$ cat src/rtl/pipe_ctrl_pkg.sv
// Shared types and constants for the pipeline hazard controller.
package pipe_ctrl_pkg;

  localparam int REG_AW_DEF = 3;
  localparam int CNT_W      = 3;

  typedef enum logic [1:0] {
    RUN      = 2'd0,
    LU_STALL = 2'd1,
    BR_FLUSH = 2'd2,
    MEM_WAIT = 2'd3
  } haz_state_e;

endpackage

$ cat src/rtl/haz_sat_cnt16.sv
// 16-bit event counter that sticks at all-ones instead of wrapping.
module haz_sat_cnt16 (
  input  logic        clk,
  input  logic        rst,
  input  logic        inc,
  output logic [15:0] count
);

  logic [15:0] count_q;
  logic [15:0] count_d;

  always_comb begin
    count_d = count_q;
    if (inc && (count_q != 16'hFFFF)) begin
      count_d = count_q + 16'd1;
    end
  end

  always_ff @(posedge clk or posedge rst) begin
    if (rst) begin
      count_q <= '0;
    end else begin
      count_q <= count_d;
    end
  end

  assign count = count_q;

endmodule

$ cat src/rtl/pipe_hazard_ctrl.sv
// Stall/flush sequencer for the 5-stage pipeline: memory wait > taken branch > load-use.
// Define HAZ_PERF_CNT_EN to build the stall/flush performance counters.
module pipe_hazard_ctrl
  import pipe_ctrl_pkg::*;
#(
  parameter int REG_AW    = REG_AW_DEF,
  parameter int LU_CYCLES = 1,
  parameter int BR_SHADOW = 0
) (
  input  logic              clk,
  input  logic              rst,
  input  logic              id_valid,
  input  logic [REG_AW-1:0] id_rs,
  input  logic [REG_AW-1:0] id_rt,
  input  logic              id_uses_rt,
  input  logic              ex_memread,
  input  logic [REG_AW-1:0] ex_rd,
  input  logic              branch_taken,
  input  logic              mem_busy,
  output logic              pc_hold,
  output logic              pc_sel_br,
  output logic              ifid_nw,
  output logic              ifid_flush,
  output logic              idex_nw,
  output logic              idex_flush,
  output logic              exmem_nw,
  output logic              memwb_flush,
  output logic [15:0]       perf_stall,
  output logic [15:0]       perf_flush
);

  localparam logic [CNT_W-1:0] LU_RELOAD = CNT_W'(LU_CYCLES - 2);
  localparam logic [CNT_W-1:0] BR_RELOAD = CNT_W'(BR_SHADOW - 1);

  haz_state_e       state_q, state_d;
  haz_state_e       ret_q, ret_d;
  haz_state_e       eff_state;
  logic [CNT_W-1:0] cnt_q, cnt_d;
  logic             lu_hit;
  logic             take_br;
  logic             pc_hold_c, pc_sel_br_c, ifid_nw_c, ifid_flush_c;
  logic             idex_nw_c, idex_flush_c, exmem_nw_c, memwb_flush_c;

  assign lu_hit = id_valid && ex_memread && (ex_rd != '0) &&
                  ((ex_rd == id_rs) || (id_uses_rt && (ex_rd == id_rt)));

  // A memory wait only parks the sequence; once released, the saved state
  // is evaluated in the same cycle as if the wait never happened.
  assign eff_state = (state_q == MEM_WAIT) ? ret_q : state_q;
  assign take_br   = branch_taken && (eff_state != MEM_WAIT);

  always_comb begin
    state_d       = state_q;
    ret_d         = ret_q;
    cnt_d         = cnt_q;
    pc_hold_c     = 1'b0;
    pc_sel_br_c   = 1'b0;
    ifid_nw_c     = 1'b0;
    ifid_flush_c  = 1'b0;
    idex_nw_c     = 1'b0;
    idex_flush_c  = 1'b0;
    exmem_nw_c    = 1'b0;
    memwb_flush_c = 1'b0;

    if (mem_busy) begin
      pc_hold_c     = 1'b1;
      ifid_nw_c     = 1'b1;
      idex_nw_c     = 1'b1;
      exmem_nw_c    = 1'b1;
      memwb_flush_c = 1'b1;
      state_d       = MEM_WAIT;
      ret_d         = eff_state;
    end else if (take_br) begin
      pc_sel_br_c  = 1'b1;
      ifid_flush_c = 1'b1;
      idex_flush_c = 1'b1;
      ret_d        = RUN;
      if (BR_SHADOW > 0) begin
        state_d = BR_FLUSH;
        cnt_d   = BR_RELOAD;
      end else begin
        state_d = RUN;
        cnt_d   = '0;
      end
    end else begin
      ret_d   = RUN;
      state_d = eff_state;
      case (eff_state)
        RUN: begin
          if (lu_hit) begin
            pc_hold_c    = 1'b1;
            ifid_nw_c    = 1'b1;
            idex_flush_c = 1'b1;
            if (LU_CYCLES > 1) begin
              state_d = LU_STALL;
              cnt_d   = LU_RELOAD;
            end
          end
        end
        LU_STALL: begin
          pc_hold_c    = 1'b1;
          ifid_nw_c    = 1'b1;
          idex_flush_c = 1'b1;
          if (cnt_q == '0) begin
            state_d = RUN;
          end else begin
            cnt_d = cnt_q - 1'b1;
          end
        end
        BR_FLUSH: begin
          ifid_flush_c = 1'b1;
          if (cnt_q == '0) begin
            state_d = RUN;
          end else begin
            cnt_d = cnt_q - 1'b1;
          end
        end
        default: begin
          state_d = RUN;
          cnt_d   = '0;
        end
      endcase
    end
  end

  always_ff @(posedge clk or posedge rst) begin
    if (rst) begin
      state_q <= RUN;
      ret_q   <= RUN;
      cnt_q   <= '0;
    end else begin
      state_q <= state_d;
      ret_q   <= ret_d;
      cnt_q   <= cnt_d;
    end
  end

  // Outputs are forced quiet for the whole reset pulse, not just after the edge.
  assign pc_hold     = pc_hold_c     & ~rst;
  assign pc_sel_br   = pc_sel_br_c   & ~rst;
  assign ifid_nw     = ifid_nw_c     & ~rst;
  assign ifid_flush  = ifid_flush_c  & ~rst;
  assign idex_nw     = idex_nw_c     & ~rst;
  assign idex_flush  = idex_flush_c  & ~rst;
  assign exmem_nw    = exmem_nw_c    & ~rst;
  assign memwb_flush = memwb_flush_c & ~rst;

`ifdef HAZ_PERF_CNT_EN
  haz_sat_cnt16 u_stall_cnt (
    .clk   (clk),
    .rst   (rst),
    .inc   (pc_hold),
    .count (perf_stall)
  );

  haz_sat_cnt16 u_flush_cnt (
    .clk   (clk),
    .rst   (rst),
    .inc   (pc_sel_br),
    .count (perf_flush)
  );
`else
  assign perf_stall = '0;
  assign perf_flush = '0;
`endif

endmodule

$ cat config.mk
export PLATFORM = sky130hd
export DESIGN_NAME = pipe_hazard_ctrl
export DESIGN_NICKNAME = d
export VERILOG_FILES = /design/src/rtl/pipe_ctrl_pkg.sv /design/src/rtl/haz_sat_cnt16.sv /design/src/rtl/pipe_hazard_ctrl.sv
export SDC_FILE = /design/constraint.sdc
export NUM_CORES = 1
export LEC_CHECK = 0
export BUFFER_PORTS_ARGS = -buffer_cell sky130_fd_sc_hd__buf_4
export CAP_MARGIN = 20
export CORE_MARGIN = 2
export CORE_UTILIZATION = 30
export CTS_BUF_LIST = sky130_fd_sc_hd__clkbuf_8 sky130_fd_sc_hd__clkbuf_16
export CTS_CLUSTER_DIAMETER = 200
export DETAILED_ROUTE_END_ITERATION = 6
export SKIP_LAST_GASP = 1
export SLEW_MARGIN = 5
export SYNTH_ARGS = -nofsm -noshare
export SYNTH_HDL_FRONTEND = slang
export SYNTH_HIERARCHICAL = 1
export SYNTH_SLANG_ARGS = --single-unit
$ cat constraint.sdc
create_clock -name clk -period 2.7 [get_ports clk]
set_input_delay 0.27 -clock clk [delete_from_list [all_inputs] [get_ports clk]]
set_output_delay 0.27 -clock clk [all_outputs]
set_load 0.03 [all_outputs]
==> results of run 1 <==
-- layout make-up --
| type | instances | area, µm² |
|---|---|---|
| clock buffers | 3 | 41.3 |
| clock inverters | 1 | 3.75 |
| fillers | 304 | 1770 |
| inverters | 7 | 26.3 |
| multi-input cells | 80 | 484 |
| flip-flops and latches | 7 | 175 |
| well taps | 31 | 38.8 |
| repair buffers | 23 | 173 |
-- cell families after synthesis --
group,Yosys count,share of synthesized area [%]
AOI/OAI and AO/OA,14,13.5
adders and majority gates,5,7.47
and+or+nand+nor,21,13.8
buffers and inverters,43,35.1
other,1,0.448
xor gates and xnor gates,6,6.28
muxes,2,2.54
DFF,7,20.9
-- worst paths after layout --
kind	from	endpoint	cells past startpoint
worst min-delay path	rst	ret_q[0]	2
min in group clk	mem_busy	state_q[1]	2
max in group asynchronous	rst	cnt_q[2]	2
worst max register to register	state_q[0]	cnt_q[1]	6
worst max-delay path	state_q[0]	pc_hold	7
worst min register to register	cnt_q[1]	cnt_q[1]	1
-- cell usage after synthesis (all sizes together) --
cell,instances
a41oi,1
a2111oi,1
or2,1
ha,5
nor3,3
a31oi,1
nor2,4
a21boi,2
mux2i,1
or3,1
inv,7
and2,2
dfrtp,7
o31a,1
xnor2,6
nand4,2
mux2,1
nand3,2
nor2b,3
a21o,3
a21oi,4
a31o,1
conb,1
buf,36
nand2b,2
nand2,1
-- per-layer routing --
layer	share of wire (%)	vias to the layer above	track usage [%]
met5	0	-	0
met2	49	28	15.3
met4	1.2	0	3.99
met1	40	275	10.1
li1	-	302	-
met3	9.0	4	5.76
-- power by group through the flow --
stage | Clock [µW] | Combinational [µW] | Sequential [µW]
2_1_floorplan | 0 | 223 | 133
3_3_place_gp | 0 | 230 | 135
3_5_place_dp | 0 | 235 | 136
4_1_cts | 145 | 236 | 135
5_1_grt | 158 | 259 | 137
6_report | 140 | 234 | 135
-- cells in the final DEF, fill, tap and decap left out, drive strengths merged --
| cell | Yosys | final |
|---|---|---|
| dfrtp | 7 | 7 |
| mux2i | 1 | 1 |
| xnor2 | 6 | 6 |
| o31a | 1 | 1 |
| a31o | 1 | 1 |
| mux2 | 1 | 1 |
| nor2b | 3 | 3 |
| clkbuf | 0 | 3 |
| a21boi | 2 | 2 |
| nand4 | 2 | 2 |
| a21oi | 4 | 4 |
| or3 | 1 | 1 |
| a31oi | 1 | 1 |
| inv | 7 | 8 |
| buf | 36 | 23 |
| a2111oi | 1 | 1 |
| nand2b | 2 | 2 |
| nor2 | 4 | 4 |
| nand2 | 1 | 1 |
| nor3 | 3 | 3 |
| conb | 1 | 32 |
| a41oi | 1 | 1 |
| or2 | 1 | 1 |
| nand3 | 2 | 2 |
| and2 | 2 | 2 |
| a21o | 3 | 3 |
| ha | 5 | 5 |
-- stage by stage --
step	cell area [µm²]	hold slack, ns	utilization (%)
after global routing	942	0.0513	34.8
after floorplan	953	0.0816	-
after global placement	897	0.271	33.1
after CTS	942	0.0358	34.8
final	942	0.0310	34.8
after detailed placement	897	0.276	33.1
-- worst max-delay path: stages, from the launching register on --
cell      delay (ns)
dfrtp_1         0.35
a21boi_1        0.45
ha_1            0.27
nand2b_2        0.21
a21oi_1         0.09
nor2_1          0.09
a31o_1          0.12
buf_4           0.16
-- state kept, by name, indices dropped and copies added (netlist names) --
signal / count
ret_q: 2
state_q: 2
cnt_q: 3
==> flow_summary_export.csv, run 1 <==
group,metric,value,unit
power,clkPwrFrac,27.5,%
global_routing,track_usage,9.53,%
timing,hold_viol_final,0,
timing,fin_tns_setup,0,ns
critical_path,crit_arrival,1.97,ns
timing,worstMarginPinSlew,0.505,ns
power,combPwrFrac,46.0,%
placed_design,place_congestion,0.764,
placed_design,place_ws,0.620,ns
synthesis,synth_area_leaders,"buf_4 31%, dfrtp_1 21%, ha_1 7.5%",
power,p_leak,0.000496,µW
synthesis,yosysWarnings,6,
layout,drive_above_1_share,26.4,%
synthesis,synth_area,837,µm²
placed_design,port_buffers,23,
drt,vias_per_cell,4.01,
timing,post-route-min-period,2.24,ns
power,p_total,508,µW
placed_design,dpl.hpwl,1170,µm
power,power.internal,305,µW
drt,detail-route-antenna-nets,0,
power,power.switching,204,µW
clocking,clock-sinks,7,
global_routing,grt_pass1_wl,2320,µm
clocking,postCtsResizedCells,0,
critical_path,reg2reg_slack,0.61,ns
clocking,cts_buffers,3,
drt,wire_per_inst,9.07,µm
floorplanning,die_x,56.8,µm
layout,antenna_cells,0,
timing,fin_ws,0.463,ns
critical_path,path_class,"reg2out",
timing,clock.fmax,0.447,GHz
hold_path,min_path_type,"in2async",
clocking,cts-root-buf,"clkbuf_8",
clocking,clockBufferDepth,2,
drt,num_vias,609,
global_routing,gr-total-overflow,0,
clocking,hold_buffers,0,
floorplanning,io_pins,56,
power,p_sw_share,40.0,%
floorplanning,initial_utilization,30.9,%
flow_run,cap_violations,0,
status,status,"complete, no violations",
placed_design,dp.cells,148,
synthesis,synth_seq_cells,7,
synthesis,synth_top_area_share,31.4,%
clocking,htreeDepth,1,
floorplanning,die_h,56.8,µm
drt,drtIter0Drc,16,
timing,fin_crit_sh,82.9,%
timing,finalClockSkew,0.00257,ns
timing,rsz0062_at_grt,"false",
clocking,post_cts_buffers,0,
critical_path,end_kind,"output port",
timing,slew_violations,0,
clocking,cts_tree,"done",
clocking,insertion_delay,0.23,ns
synthesis,ys_seq_area_share,20.9,%
layout,layout.cells.non_filler,152,
power,seqPwrFrac,26.5,%
floorplanning,core_area,0.00271,mm²
synthesis,synth_cells,99,
global_routing,grt_pass1_vias,532,
global_routing,antenna_found_initial,0,
global_routing,grt_max_degree,12,
floorplanning,placementRows,19,
synthesis,syn_area_per_cell,8.46,µm²
drt,first_pass_iters,4,
timing,setup_violations,0,
drt,wirelength,1380,µm
synthesis,synth_cell_types,30,
layout,final_nets,143,
critical_path,cp_max_fo,7,
floorplanning,dieArea,0.00323,mm²
power,p_per_area,539,mW/mm²
timing,slew_headroom,66.2,%
clocking,clkSlewWorstSetupHoldPaths,0.04,ns
power,max-vdd-ir-drop,0.259,mV
critical_path,start_kind,"flip-flop",
drt,remaining_drc_errors,0,
synthesis,synth_largest_area_cell,"buf_4",
layout,area_delta_synth_final,12.6,%
critical_path,cp.required,2.43,ns
No activity file was read; power rests on OpenSTA's default activity.
==> inputs of run 2 (changes only) <==
==> constraint.sdc (replaced) <==
create_clock -name clk -period 2.25 [get_ports clk]
set_input_delay 0.225 -clock clk [delete_from_list [all_inputs] [get_ports clk]]
set_output_delay 0.225 -clock clk [all_outputs]
set_load 0.03 [all_outputs]
==> run 2 against run 1 <==
Critical path depth unchanged. Clock power up 20%. Hold slack better by 0.26 ns. Final area up 2.0%. Clock-buffer cell count unchanged. Setup slack worse by 0.23 ns. Die area unchanged. Non-clock buffer count up 1. First-iteration DRC count down 75%. Sequential cell count unchanged. Via count down 0.66%. Wire length up 2.5%. Largest power group unchanged. Highest routed layer is now met3.
==> flow_summary_export.csv, run 2 (synthesis gave the netlist of run 1 again) <==
group,metric,value,unit
status,status,"complete, no violations",
placed_design,place_congestion,0.766,
power,max-vdd-ir-drop,0.551,mV
timing,fin_ws,0.229,ns
drt,num_vias,605,
global_routing,antenna_found_initial,0,
power,combPwrFrac,46.5,%
timing,fin_tns_setup,0,ns
layout,top_register,"cnt_q",
floorplanning,placementRows,19,
drt,remaining_drc_errors,0,
power,p_per_area,641,mW/mm²
timing,rsz0062_at_grt,"false",
layout,post-route-util,35.5,%
layout,largest_reg_flops,3,
layout,final_nets,144,
clocking,htreeDepth,1,
timing,hold_slack,0.289,ns
global_routing,gr-total-overflow,0,
layout,final_cell_mix,"32 x conb_1, 23 x buf_4, 8 x inv_1",
clocking,clkSlewWorstSetupHoldPaths,0.04,ns
placed_design,port_buffers,23,
timing,finalClockSkew,0.00509,ns
timing,setup_violations,0,
drt,vias_per_cell,3.95,
global_routing,grt_max_degree,12,
timing,fin_crit_sh,89.8,%
clocking,clockBufferDepth,2,
clocking,cts_tree,"done",
floorplanning,die_h,56.8,µm
power,clkPwrFrac,27.3,%
global_routing,track_usage,9.20,%
clocking,cts-root-buf,"clkbuf_8",
layout,drive_above_1_share,27.0,%
drt,wire_per_inst,9.23,µm
power,power.internal,369,µW
placed_design,place_ws,0.195,ns
drt,drtIter0Drc,4,
power,p_leak,0.000502,µW
timing,post-route-min-period,2.02,ns
layout,final_common_cell,"conb_1",
critical_path,start_kind,"flip-flop",
global_routing,grt_pass1_vias,536,
clocking,post_cts_buffers,0,
layout,reg.largest.list,"cnt_q: 3 flops, ret_q: 2 flops, state_q: 2 flops",
floorplanning,core_area,0.00271,mm²
critical_path,cp_max_fo,7,
clocking,insertion_delay,0.22,ns
floorplanning,initial_utilization,30.9,%
flow_run,cap_violations,0,
global_routing,grt_pass1_wl,2280,µm
power,p_sw_share,40.1,%
floorplanning,io_pins,56,
drt,detail-route-antenna-nets,0,
timing,hold_viol_final,0,
placed_design,dpl.hpwl,1210,µm
critical_path,cp.required,2.03,ns
clocking,cts_buffers,3,
timing,clock.fmax,0.495,GHz
floorplanning,dieArea,0.00323,mm²
critical_path,end_kind,"output port",
hold_path,min_path_type,"in2reg",
floorplanning,die_x,56.8,µm
layout,antenna_cells,0,
critical_path,crit_arrival,1.80,ns
power,power.switching,247,µW
drt,wirelength,1410,µm
drt,first_pass_iters,3,
critical_path,path_class,"reg2out",
power,seqPwrFrac,26.2,%
timing,slew_violations,0,
clocking,clock-sinks,7,
layout,area_delta_synth_final,14.8,%
==> run 2: changes by cell type in the layout (fill, tap and decap cells not counted), sizes merged <==
cell | before | now
dlygate4sd3 | 0 | 1
==> run 2: power groups by stage <==
| stage | sequential (µW) | clock [µW] | combinational [µW] |
|---|---|---|---|
| 2_1_floorplan | 159 | 0 | 268 |
| 3_3_place_gp | 163 | 0 | 276 |
| 3_5_place_dp | 163 | 0 | 283 |
| 4_1_cts | 161 | 174 | 285 |
| 5_1_grt | 164 | 182 | 318 |
| 6_report | 161 | 168 | 286 |
==> run 2: per-stage QoR <==
step | std cells | power (µW) | cell area [µm²]
after floorplan | 130 | 427 | 953
after global placement | 148 | 438 | 897
after detailed placement | 148 | 446 | 897
after CTS | 153 | 620 | 952
after global routing | 153 | 664 | 961
final | 153 | 616 | 961
==> run 2: final cells by class <==
cell class / count / area, µm²
well taps: 31 / 38.8
clock buffers: 3 / 41.3
inverters: 7 / 26.3
multi-input cells: 80 / 493
repair buffers: 24 / 183
flip-flops and latches: 7 / 175
clock inverters: 1 / 3.75
fillers: 300 / 1750
==> run 2: path summary, 6_finish.rpt <==
kind	slack, ns	startpoint	endpoint	cells past startpoint
max	0.23	state_q[0]	pc_hold	7
min	0.29	mem_busy	state_q[0]	2
max reg2reg	0.32	state_q[1]	cnt_q[1]	6
min reg2reg	0.51	cnt_q[1]	cnt_q[1]	1
max in group asynchronous	1.46	rst	cnt_q[0]	3
min in group asynchronous	0.55	rst	ret_q[0]	3
==> run 2: what timing repair did <==
item / CTS / global route
hold buffers: 1 / 0
hold endpoints to repair: 4 / 0
endpoints found under the setup margin: 0 / 3
resized for setup: 0 / 2
==> run 2: metal layers <==
metal  global-route usage, %  vias up  wire (µm)
li1                        -      306          -
met1                    9.36      273        560
met2                    16.6       26        739
met3                    5.53        0        112
met4                   0.997        0          0
met5                       0        -          0
==> run 2: critical path, cell delays in order (launching register included) <==
cell and delay (ns):
dfrtp_1 0.38, a21boi_2 0.20, ha_1 0.24, nand2b_4 0.18, a21oi_1 0.15, nor2_1 0.05, a31o_1 0.20, buf_4 0.17
